`src/rtl/gb_bus_pkg.sv`:
```
`default_nettype none
// ============================================================================
//  Module      : gb_bus_pkg
//  Description : Shared constants, DMA state encoding and source-remap helper
//                for the Game Boy system bus / OAM DMA slice.
//  Revision    : 1.0 - initial release
// ============================================================================
package gb_bus_pkg;

  // Memory-map landmarks decoded on the CPU address.
  localparam logic [15:0] ADDR_DMA    = 16'hFF46;
  localparam logic [15:0] HRAM_LO     = 16'hFF80;
  localparam logic [15:0] HRAM_HI     = 16'hFFFE;

  // OAM destination page and transfer length.
  localparam logic [7:0]  OAM_BASE_HI = 8'hFE;
  localparam int          OAM_LEN     = 160;

  // DMA engine states.
  typedef enum logic [1:0] {
    DMA_IDLE  = 2'd0,
    DMA_DELAY = 2'd1,
    DMA_XFER  = 2'd2
  } dma_state_e;

  // Sources E0..FF alias onto work RAM C0..DF, so bit 5 is dropped there.
  function automatic logic [7:0] src_remap(input logic [7:0] src);
    return (src >= 8'hE0) ? {src[7:6], 1'b0, src[4:0]} : src;
  endfunction

endpackage
`default_nettype wire

```
`src/rtl/gb_dma_engine.sv`:
```
`default_nettype none
// ============================================================================
//  Module      : gb_dma_engine
//  Description : OAM DMA engine. Holds the FF46 source register, the start
//                delay counter, byte index / phase counters and the data latch,
//                and issues the read/write bus cycles of a 160-byte copy.
//  Revision    : 1.0 - initial release
// ============================================================================
module gb_dma_engine
  import gb_bus_pkg::*;
#(
  parameter int CYCLES_PER_BYTE = 4,
  parameter int START_DELAY     = 4
) (
  input  logic        clock4,
  input  logic        resetn,
  input  logic        start_i,       // CPU store to FF46 this cycle
  input  logic [7:0]  start_data_i,  // new source page
  input  logic [7:0]  mem_indata_i,  // same-cycle main bus read data
  output logic        active_o,      // engine owns the main bus
  output logic [15:0] addr_o,
  output logic [7:0]  data_o,
  output logic        load_o,
  output logic        store_o,
  output logic [7:0]  src_o
);

  localparam int CW = (START_DELAY > 1) ? $clog2(START_DELAY) : 1;
  localparam int PW = $clog2(CYCLES_PER_BYTE);

  localparam logic [CW-1:0] DELAY_INIT = CW'(START_DELAY - 1);
  localparam logic [PW-1:0] LAST_PHASE = PW'(CYCLES_PER_BYTE - 1);
  localparam logic [7:0]    LAST_IDX   = 8'(OAM_LEN - 1);

  dma_state_e      state_q, state_d;
  logic [CW-1:0]   cnt_q,   cnt_d;
  logic [7:0]      idx_q,   idx_d;
  logic [PW-1:0]   phase_q, phase_d;
  logic [7:0]      src_q,   src_d;
  logic [7:0]      latch_q, latch_d;

  // State and datapath registers, cleared asynchronously.
  always_ff @(posedge clock4 or negedge resetn) begin
    if (!resetn) begin
      state_q <= DMA_IDLE;
      cnt_q   <= '0;
      idx_q   <= '0;
      phase_q <= '0;
      src_q   <= 8'hFF;
      latch_q <= 8'h00;
    end else begin
      state_q <= state_d;
      cnt_q   <= cnt_d;
      idx_q   <= idx_d;
      phase_q <= phase_d;
      src_q   <= src_d;
      latch_q <= latch_d;
    end
  end

  // Next-state and bus-cycle generation; a start always wins and suppresses
  // whatever access the engine would otherwise have made this cycle.
  always_comb begin
    state_d = state_q;
    cnt_d   = cnt_q;
    idx_d   = idx_q;
    phase_d = phase_q;
    src_d   = src_q;
    latch_d = latch_q;
    addr_o  = {src_remap(src_q), idx_q};
    data_o  = latch_q;
    load_o  = 1'b0;
    store_o = 1'b0;

    if (start_i) begin
      src_d   = start_data_i;
      state_d = DMA_DELAY;
      cnt_d   = DELAY_INIT;
      idx_d   = '0;
      phase_d = '0;
    end else begin
      case (state_q)
        DMA_IDLE: begin
        end
        DMA_DELAY: begin
          if (cnt_q == '0) begin
            state_d = DMA_XFER;
            idx_d   = '0;
            phase_d = '0;
          end else begin
            cnt_d = cnt_q - CW'(1);
          end
        end
        DMA_XFER: begin
          if (phase_q == '0) begin
            addr_o  = {src_remap(src_q), idx_q};
            load_o  = 1'b1;
            latch_d = mem_indata_i;
          end else if (phase_q == PW'(1)) begin
            addr_o  = {OAM_BASE_HI, idx_q};
            store_o = 1'b1;
          end
          if (phase_q == LAST_PHASE) begin
            phase_d = '0;
            if (idx_q == LAST_IDX) begin
              state_d = DMA_IDLE;
              idx_d   = '0;
            end else begin
              idx_d = idx_q + 8'd1;
            end
          end else begin
            phase_d = phase_q + PW'(1);
          end
        end
        default: begin
          state_d = DMA_IDLE;
        end
      endcase
    end
  end

  assign active_o = (state_q != DMA_IDLE);
  assign src_o    = src_q;

endmodule
`default_nettype wire

```
`src/rtl/gb_dma_arbiter.sv`:
```
`default_nettype none
// ============================================================================
//  Module      : gb_dma_arbiter
//  Description : Shares the main memory bus between the CPU and the OAM DMA
//                engine, decodes FF46 and HRAM, and keeps HRAM reachable
//                while a DMA transfer blocks the rest of the map.
//  Revision    : 1.0 - initial release
// ============================================================================
module gb_dma_arbiter
  import gb_bus_pkg::*;
#(
  parameter int CYCLES_PER_BYTE = 4,
  parameter int START_DELAY     = 4
) (
  input  logic        clock4,
  input  logic        resetn,
  input  logic [15:0] cpu_address,
  input  logic [7:0]  cpu_outdata,
  input  logic        cpu_load,
  input  logic        cpu_store,
  output logic [7:0]  cpu_indata,
  output logic [15:0] mem_address,
  output logic [7:0]  mem_outdata,
  output logic        mem_load,
  output logic        mem_store,
  input  logic [7:0]  mem_indata,
  output logic [6:0]  hram_address,
  output logic [7:0]  hram_outdata,
  output logic        hram_load,
  output logic        hram_store,
  input  logic [7:0]  hram_indata,
  output logic        dma_active
);

  logic        is_hram, is_dmareg, is_main;
  logic        cpu_rd, cpu_wr, dma_start;
  logic        eng_active, eng_load, eng_store;
  logic [15:0] eng_addr;
  logic [7:0]  eng_data, eng_src;

  // Address decode; a simultaneous load and store is taken as a store, and
  // no CPU strobe propagates while reset is held.
  always_comb begin
    is_hram   = (cpu_address >= HRAM_LO) && (cpu_address <= HRAM_HI);
    is_dmareg = (cpu_address == ADDR_DMA);
    is_main   = !is_hram && !is_dmareg;
    cpu_wr    = resetn && cpu_store;
    cpu_rd    = resetn && cpu_load && !cpu_store;
    dma_start = is_dmareg && cpu_wr;
  end

  gb_dma_engine #(
    .CYCLES_PER_BYTE (CYCLES_PER_BYTE),
    .START_DELAY     (START_DELAY)
  ) u_engine (
    .clock4       (clock4),
    .resetn       (resetn),
    .start_i      (dma_start),
    .start_data_i (cpu_outdata),
    .mem_indata_i (mem_indata),
    .active_o     (eng_active),
    .addr_o       (eng_addr),
    .data_o       (eng_data),
    .load_o       (eng_load),
    .store_o      (eng_store),
    .src_o        (eng_src)
  );

  // Main bus and CPU read-data muxing: the engine owns the bus whenever it
  // is not idle, and blocked CPU reads of the main map float to FF.
  always_comb begin
    mem_address = cpu_address;
    mem_outdata = cpu_outdata;
    mem_load    = 1'b0;
    mem_store   = 1'b0;
    if (eng_active) begin
      mem_address = eng_addr;
      mem_outdata = eng_data;
      mem_load    = eng_load;
      mem_store   = eng_store;
    end else if (is_main) begin
      mem_load  = cpu_rd;
      mem_store = cpu_wr;
    end

    if (is_hram) begin
      cpu_indata = hram_indata;
    end else if (is_dmareg) begin
      cpu_indata = eng_src;
    end else if (eng_active) begin
      cpu_indata = 8'hFF;
    end else begin
      cpu_indata = mem_indata;
    end
  end

  assign hram_address = cpu_address[6:0];
  assign hram_outdata = cpu_outdata;
  assign hram_load    = is_hram && cpu_rd;
  assign hram_store   = is_hram && cpu_wr;
  assign dma_active   = eng_active;

endmodule
`default_nettype wire

```
`config.mk`:
```
export PLATFORM = sky130hd
export DESIGN_NAME = gb_dma_arbiter
export DESIGN_NICKNAME = d
export VERILOG_FILES = /design/src/rtl/gb_bus_pkg.sv /design/src/rtl/gb_dma_engine.sv /design/src/rtl/gb_dma_arbiter.sv
export SDC_FILE = /design/constraint.sdc
export NUM_CORES = 1
export LEC_CHECK = 0
export CORE_ASPECT_RATIO = 0.5
export CORE_MARGIN = 8
export CORE_UTILIZATION = 39
export CTS_CLUSTER_DIAMETER = 80
export CTS_CLUSTER_SIZE = 25
export DETAILED_ROUTE_END_ITERATION = 12
export MAX_ROUTING_LAYER = met4
export PLACE_DENSITY = 0.83
export SLEW_MARGIN = 20
export SYNTH_ARGS = -nofsm -noshare
export SYNTH_HDL_FRONTEND = slang
export SYNTH_SLANG_ARGS = --single-unit
```
`constraint.sdc`:
```
create_clock -name clock4 -period 2.3 [get_ports clock4]
set_input_delay 0.345 -clock clock4 [delete_from_list [all_inputs] [get_ports clock4]]
set_output_delay 0.345 -clock clock4 [all_outputs]
set_load 0.01 [all_outputs]
```
* After elaboration in Yosys (flattened, before gate mapping)
Cells that the tools add are included.
** Operators by class
- Add/sub/neg operators :: 3
- $lt $le $gt $ge :: 3
- Equality and inequality tests :: 11
- Mux-type cells :: 38
- Bitwise logic cells :: 1
- Reduce and logical (&&, ||, !) cells :: 22
** Operator list (count)
- two-way mux 16 bit :: 5
- two-way mux 8 bit :: 8
- two-way mux 2 bit :: 10
- equality test 16 bit, second input constant :: 1
- greater-or-equal comparator 16 bit, second input constant :: 1
- less-or-equal comparator 16 bit, second input constant :: 1
- case mux 8 bit (2 select lines) :: 1
- two-way mux 1 bit :: 11
- != test 3 x 2 -> 1 bit, second input constant :: 3
- adder 8 x 1 -> 8 bit, second input constant :: 1
- equality test 8 bit, second input constant :: 1
- greater-or-equal comparator 8 bit, second input constant :: 1
- logical AND 1 bit :: 8
- logical NOT 2 bit :: 3
- two-way mux 6 bit :: 1
- case mux 2 bit (3 select lines) :: 1
- AND reduction 3 bit :: 2
- equality test 2 x 1 -> 1 bit, second input constant :: 2
- equality test 2 bit, second input constant :: 2
- != test 2 bit, second input constant :: 2
- case mux 2 bit (2 select lines) :: 1
- AND reduction 2 bit :: 2
- AND reduction 4 bit :: 1
- nonzero test 2 bit :: 2
- 5 further kinds :: 7
** Word-level totals
- Flip-flop bits (word level) :: 30
- Output and inout bits :: 52
- Word-level logic and storage cells :: 84

* Logic depth before layout (Yosys ltp)
Gate-level depths: netlist (run 1).
- Depth after elaboration :: 7
- Depth in mapped cells :: 6
- Gate-level depth less buffers :: 6

* Hierarchy
Synthesis (run 1) repeated with hierarchy kept, for this count alone.
** Unflattened totals
- Cells, all modules :: 229
- Area total of the unflattened synthesis :: 2287.2 µm²
** By module, submodules not included
- gb_dma_engine :: times used 1, cells each 133, area an instance 1478.9 µm², seq. area each 760.7 µm²
- gb_dma_arbiter :: times used 1, cells each 96, area an instance 808.3 µm², seq. area each 0.0 µm²

* Worst setup path after synthesis (run 1)
No wires, ideal clock.
- Path type :: input port to output port
- From :: input port cpu_address[5]
- To :: output port mem_address[8]
- Data arrival time :: 1.985 ns
- Setup slack :: -0.030 ns
- Stages :: 5
- Cell sequence :: or4_4 -> or4_4 -> buf_6 -> o2111ai_4 -> a22o_1
** On the way
- Cells in the longest elaborated chain, start to end :: 4
** Ends and longest elaborated chain
- start, declared :: RTL line gb_dma_arbiter.sv:17 : input logic [15:0] cpu_address,
- equality test 16 bit :: RTL line gb_dma_arbiter.sv:45 : is_dmareg = (cpu_address == ADDR_DMA);
- logical AND 1 bit :: RTL line gb_dma_arbiter.sv:49 : dma_start = is_dmareg && cpu_wr;
- two-way mux 16 bit :: RTL line gb_dma_engine.sv:75 : if (start_i) begin
- two-way mux 16 bit :: RTL line gb_dma_arbiter.sv:76 : if (eng_active) begin
- end, declared :: RTL line gb_dma_arbiter.sv:22 : output logic [15:0] mem_address,
No other way between the ends.

* Worst setup path after layout (run 1)
- From :: input port cpu_address[0]
- To :: output port mem_address[15]
Same word-level chain as after synthesis.

==> impl_results.md, run 1 <==
- Hold_buf cts: 0
- Number of synthesized flops with an enable pin: 0
- Top Metal Used: met4
- Multiplexer area fraction after synthesis: 8.45%
- Warnings from Yosys: 0
- Iter 0 DRT Violations: 138
- Tightest Pin Transition: 0.559 ns
- Crit. Startpoint: cpu_address[0]
- Max Freq: 397 MHz
- Crit-path max FO: 4
- Final period util: 109%
- DP HPWL: 6010 um
- Vias in the first global route: 2506
- Failing checks: setup timing
- Syn avg cell area: 8.52 um^2
- Net count, final: 438
- Multi-input gate area: 0.00143 mm^2
- Unrepaired setup endpoints after global routing: true
- Fin Clk Skew: 0.00202 ns
- Final setup margin: -0.216 ns
- Routed wl met3: 419 um
- I/O pin cnt: 96
- Starting Density: 40.8%
- Final setup vio count: 18
- Final critical-path required period: 2.52 ns
- Worst Path Arrival: 2.17 ns
- Detailed-route via count: 2525
- Slew HR: 62.7%
- Cell taking the most area after synthesis: dfrtp_1
- H-tree depth: 2
- Top FF cell, synth: dfrtp_1
- Leak: 1.73 nW
- MaxCap Viol Count: 0
- Share of layout cells above drive strength 1: 32.8%
- Seq/Total Area, Yosys: 33.8%
- Area Growth Syn to Fin: 66.6%
- Worst skew pair latency: 0.28 ns
- Core Util, Final: 68.0%
- Synth Area in XOR/XNOR: 0.389%
- Reg area: 761 um^2
- Seq cells post-synth: 30
- CTS root buf: clkbuf_16
- Main combinational cell family by area after synthesis: simple AND/OR/NAND/NOR gates
- Met2 wire len: 4550 um
- Gate count of the mapped netlist: 264
- Simple-gate share of the synthesized area: 29.2%
- Min-delay worst type: in2async
- PwrDens: 390 mW/mm^2
- Core Region: 0.00552 mm^2
- Largest net degree at the start of global routing: 17
- Die Footprint: 0.00860 mm^2
- DR WL/cell: 18.3 um
- Fill count: 384
- Top post-synthesis cells by area: dfrtp_1 24%, nand2_1 9.7%, dfstp_2 9.3%
- Post-DRT Antenna Nets: 0
- Startpoint Class: input pin
- Global Route Usage Sum: 19.6%
- GPL Wtd Cong: 0.919
- Final Slew Violations: 0
- Mean number of vias per cell: 5.45
- CTS tree: yes
- DIE HEIGHT: 69.7 um
- Synth async-reset ratio: 100%
- Cell Area, Placed: 0.00341 mm^2
- Critical Path End Type: primary output
- Top-area cell type share of the netlist area: 24.5%
- Final-report hold violation count: 0
- Initial antenna violation count: 0
- Max VDD drop: 0.277 mV
- Run status: finished with violations
- Drt drc: 0
- GRT overflow: 0
- Synth Area in Adders: 2.78%
- CP Class: in2out
- Rows: 19
- Clock Pin Slew Worst Setup and Hold Paths: 0.05 ns
- Post-synth top cells: 58 x nand2_1, 23 x nor2_1, 22 x a21oi_1, 22 x dfrtp_1
- IO Port Bufs: 95
- Die width: 123 um
- CTS Buf Count: 5
- Design Area, Final: 0.00375 mm^2
- Met1 Wirelength: 3200 um
- Synth Cell Area: 0.00225 mm^2
- Compound-cell area share of the yosys netlist: 16.5%
- Syn_nets: 313
- Global-route wire length before repair: 13000 um
- Routed wire length: 8490 um
- Critical Path RT: 1.96 ns
- Most frequent cell after synthesis: nand2_1
- Sink Count: 30
- Reg-to-reg critical path startpoint: u_engine.state_q[1]
- TritonRoute pass-1 iters: 4
- Total power: 0.00146 W
- # diodes: 0
- Max Buffers Root-to-Sink: 2
- Yosys cell types: 48
==> state kept, by name, summed over array words and instances, names as in the netlist <==
signal and flops:
u_engine.data_o 8, u_engine.idx_q 8, u_engine.src_o 8, u_engine.cnt_q 2
u_engine.phase_q 2, u_engine.state_q 2
==> cell families (layout without fill, tap and decap cells) <==
logic type,Yosys count,count (layout)
AND/OR/NAND/NOR,128,129
AO/OA/AOI/OAI,48,48
buffers and inverters,35,160
flip-flops,30,30
multiplexers,17,17
adder cells (fa/ha/maj),5,5
XOR/XNOR,1,1
==> layer usage <==
metal | track usage [%] | up-vias
li1 | - | 1173
met1 | 19.6 | 1238
met2 | 35.9 | 82
met3 | 3.90 | 32
met4 | 9.14 | 0
met5 | - | -
==> worst max-delay path, cell delays in order <==
cell       delay [ns]
buf_6            0.09
or4_4            0.53
or4_4            0.55
o2111ai_4        0.29
buf_6            0.17
a21oi_2          0.05
buf_2            0.14
==> path summary, 6_finish.rpt <==
path	depth (start not counted)	endpoint	slack, ns
min	2	u_engine.data_o[0]	0.49
min reg2reg	1	u_engine.data_o[1]	0.50
max	7	mem_address[15]	-0.22
min in group clock4	1	u_engine.data_o[1]	0.50
max reg2reg	6	u_engine.idx_q[3]	0.40
max in group asynchronous	2	u_engine.src_o[4]	1.48
==> layout make-up <==
type / instances / area share, %
multi-input combinational: 200 / 38.1
sequential: 30 / 20.3
clock buffer: 8 / 3.64
timing repair buffer: 142 / 34.5
tap: 73 / 2.44
inverter: 10 / 1.03
==> through the flow <==
stage / setup TNS (ns) / cells / setup WS [ns] / hold WS [ns]
finish: -3.11 / 463 / -0.216 / 0.488
global route: -3.92 / 463 / -0.258 / 0.504
CTS: -2.54 / 462 / -0.183 / 0.491
detailed placement: -23.13 / 442 / -0.867 / 0.495
global placement: -22.61 / 442 / -0.847 / 0.489
floorplan: 0 / 264 / 0.0128 / 0.0494
==> cell usage in the layout (no fill, tap or decap), drive strengths merged, types with 6 or more instances in the layout <==
cell type	n
inv	9
o221a	7
buf	68
dlygate4sd2	9
nand2b	8
clkdlybuf4s50	59
clkbuf	9
nor2	25
nand2	58
nand3	6
or4	6
a21oi	22
mux2	16
dfrtp	22
dfstp	8
==> timing repair <==
| action | in CTS | in global routing |
|---|---|---|
| hold endpoints to repair | 0 | 0 |
| buffers inserted | 12 | 0 |
| setup endpoints to repair | 32 | 34 |
| cloned | 0 | 1 |
| pin swaps | 18 | 4 |
| gates resized for setup | 132 | 19 |
==> report_power, final <==
part,switching (W),internal [W]
logic,0.000120,0.000172
clock network,0.000228,0.000402
registers,0.00000405,0.000537
No activity file was read; power rests on OpenSTA's default activity.
==> inputs of run 2 (changes only) <==
CORE_MARGIN = 2   (was 8)
SLEW_MARGIN = not set   (was 20)
==> impl_results.md, run 2 (synthesis results as in run 1) <==
- Run status: finished with violations
- Failing checks: setup timing
- Post-Layout Cell Count: 460
- Hold_buf cts: 0
- DR WL/cell: 16.7 um
- IO Port Bufs: 95
- Slew HR: 61.5%
- Initial antenna violation count: 0
- GPL Wtd Cong: 0.884
- Area Growth Syn to Fin: 64.1%
- Tightest Pin Transition: 0.577 ns
- Routed wire length: 7660 um
- Global-route wire length before repair: 12100 um
- Share of layout cells above drive strength 1: 33.3%
- Clock power frac: 44.5%
- Cell Area, Placed: 0.00337 mm^2
- Clock Pin Slew Worst Setup and Hold Paths: 0.05 ns
- I/O pin cnt: 96
- Met1 Wirelength: 3150 um
- Dpl cells: 439
- R2R depth: 6
- Fill count: 413
- Min-delay worst type: reg2reg
- Startpoint Class: input pin
- Max Freq: 386 MHz
- Design Area, Final: 0.00369 mm^2
- Sink Count: 30
- # diodes: 0
- GRT overflow: 0
- Final-report hold violation count: 0
- Net Sw Frac: 23.7%
- Worst Path Arrival: 2.25 ns
- Combinational Power Share: 19.1%
- Final critical-path required period: 2.59 ns
- Reg area: 761 um^2
- Leak: 1.71 nW
- CTS tree: yes
- Max Buffers Root-to-Sink: 2
- Post-DRT Antenna Nets: 0
- Multi-input gate area: 0.00140 mm^2
- Final setup margin: -0.292 ns
- Crit-path max FO: 5
- Die Footprint: 0.00643 mm^2
- Critical Path End Type: primary output
- Detailed-route via count: 2461
- Hold WS: 0.507 ns
- Largest net degree at the start of global routing: 31
- WHS Path Cells: 1
- Total power: 0.00149 W
- CP Class: in2out
- Routed wl met3: 342 um
- Sw power: 0.000352 W
- DIE HEIGHT: 57.7 um
- DP HPWL: 5390 um
- Mean number of vias per cell: 5.35
- Final Slew Violations: 0
- Vias in the first global route: 2426
- PwrDens: 403 mW/mm^2
- Final setup vio count: 18
- CTS root buf: clkbuf_16
- TritonRoute pass-1 iters: 5
- Commonest non-fill, non-tap cells in the layout: 58 x nand2_1, 58 x clkdlybuf4s50_1, 36 x buf_4
- Unrepaired setup endpoints after global routing: true
- Drt drc: 0
- Max VDD drop: 0.317 mV
- Fin Clk Skew: 0.00459 ns
- Top Metal Used: met4
- Starting Density: 40.8%
- Met2 wire len: 3980 um
- Net count, final: 435
- Final period util: 113%
- Rows: 19
- Die width: 111 um
- H-tree depth: 2
- MaxCap Viol Count: 0
- Global Route Usage Sum: 24.4%
- Pre-CTS setup slack: -0.866 ns
- Iter 0 DRT Violations: 88
- Critical Path RT: 1.96 ns
- Worst skew pair latency: 0.28 ns
- Core Region: 0.00552 mm^2
- CTS Buf Count: 5
- Seq pwr share: 36.4%
- Internal Dissipation: 0.00113 W
run 2: worst max-delay path: stages:
cell and delay (ns):
buf_6 0.09, or4_4 0.53, or4_4 0.55, buf_6 0.15, o2111ai_4 0.22, buf_6 0.16
a21oi_2 0.05, buf_2 0.14
run 2: repair_timing:
item                       CTS  global route
setup endpoints to repair   44            20
resized for setup          135            10
setup buffers               12             1
gates cloned                 0             0
pin swaps                   18             2
run 2: final timing paths:
path / end / slack, ns / from
min: u_engine.data_o[6] / 0.51 / u_engine.data_o[6]
min in group asynchronous: u_engine.idx_q[4] / 0.66 / resetn
max in group asynchronous: u_engine.src_o[4] / 1.32 / resetn
max reg2reg: u_engine.idx_q[3] / 0.42 / u_engine.state_q[1]
min reg2reg: u_engine.data_o[6] / 0.51 / u_engine.data_o[6]
max: mem_address[13] / -0.29 / cpu_address[0]
run 2: area by class of cell:
type	count	share of cell area, %
multi-input combinational	199	37.9
clock buffer	7	3.86
inverter	10	1.05
clock inverter	1	0.136
timing repair buffer	140	34.0
tap	73	2.47
sequential	30	20.6
run 2: per-stage QoR:
step	TNS, ns	utilization (%)
6_report	-3.95	66.9
5_1_grt	-4.52	66.9
4_1_cts	-3.63	66.6
3_5_place_dp	-23.35	61.2
3_3_place_gp	-22.49	61.2
2_1_floorplan	0	-
run 2: per-layer routing:
metal,vias up,track usage [%]
met5,-,-
met4,0,11.3
met3,18,5.23
met2,83,43.1
met1,1187,27.2
li1,1173,-
run 2: power by group through the flow:
stage	sequential [W]	clock [W]	combinational (W)
3_5_place_dp	0.000549	0	0.000281
3_3_place_gp	0.000548	0	0.000277
2_1_floorplan	0.000548	0	0.0000906
6_report	0.000541	0.000661	0.000284
5_1_grt	0.000542	0.000685	0.000300
4_1_cts	0.000541	0.000663	0.000281
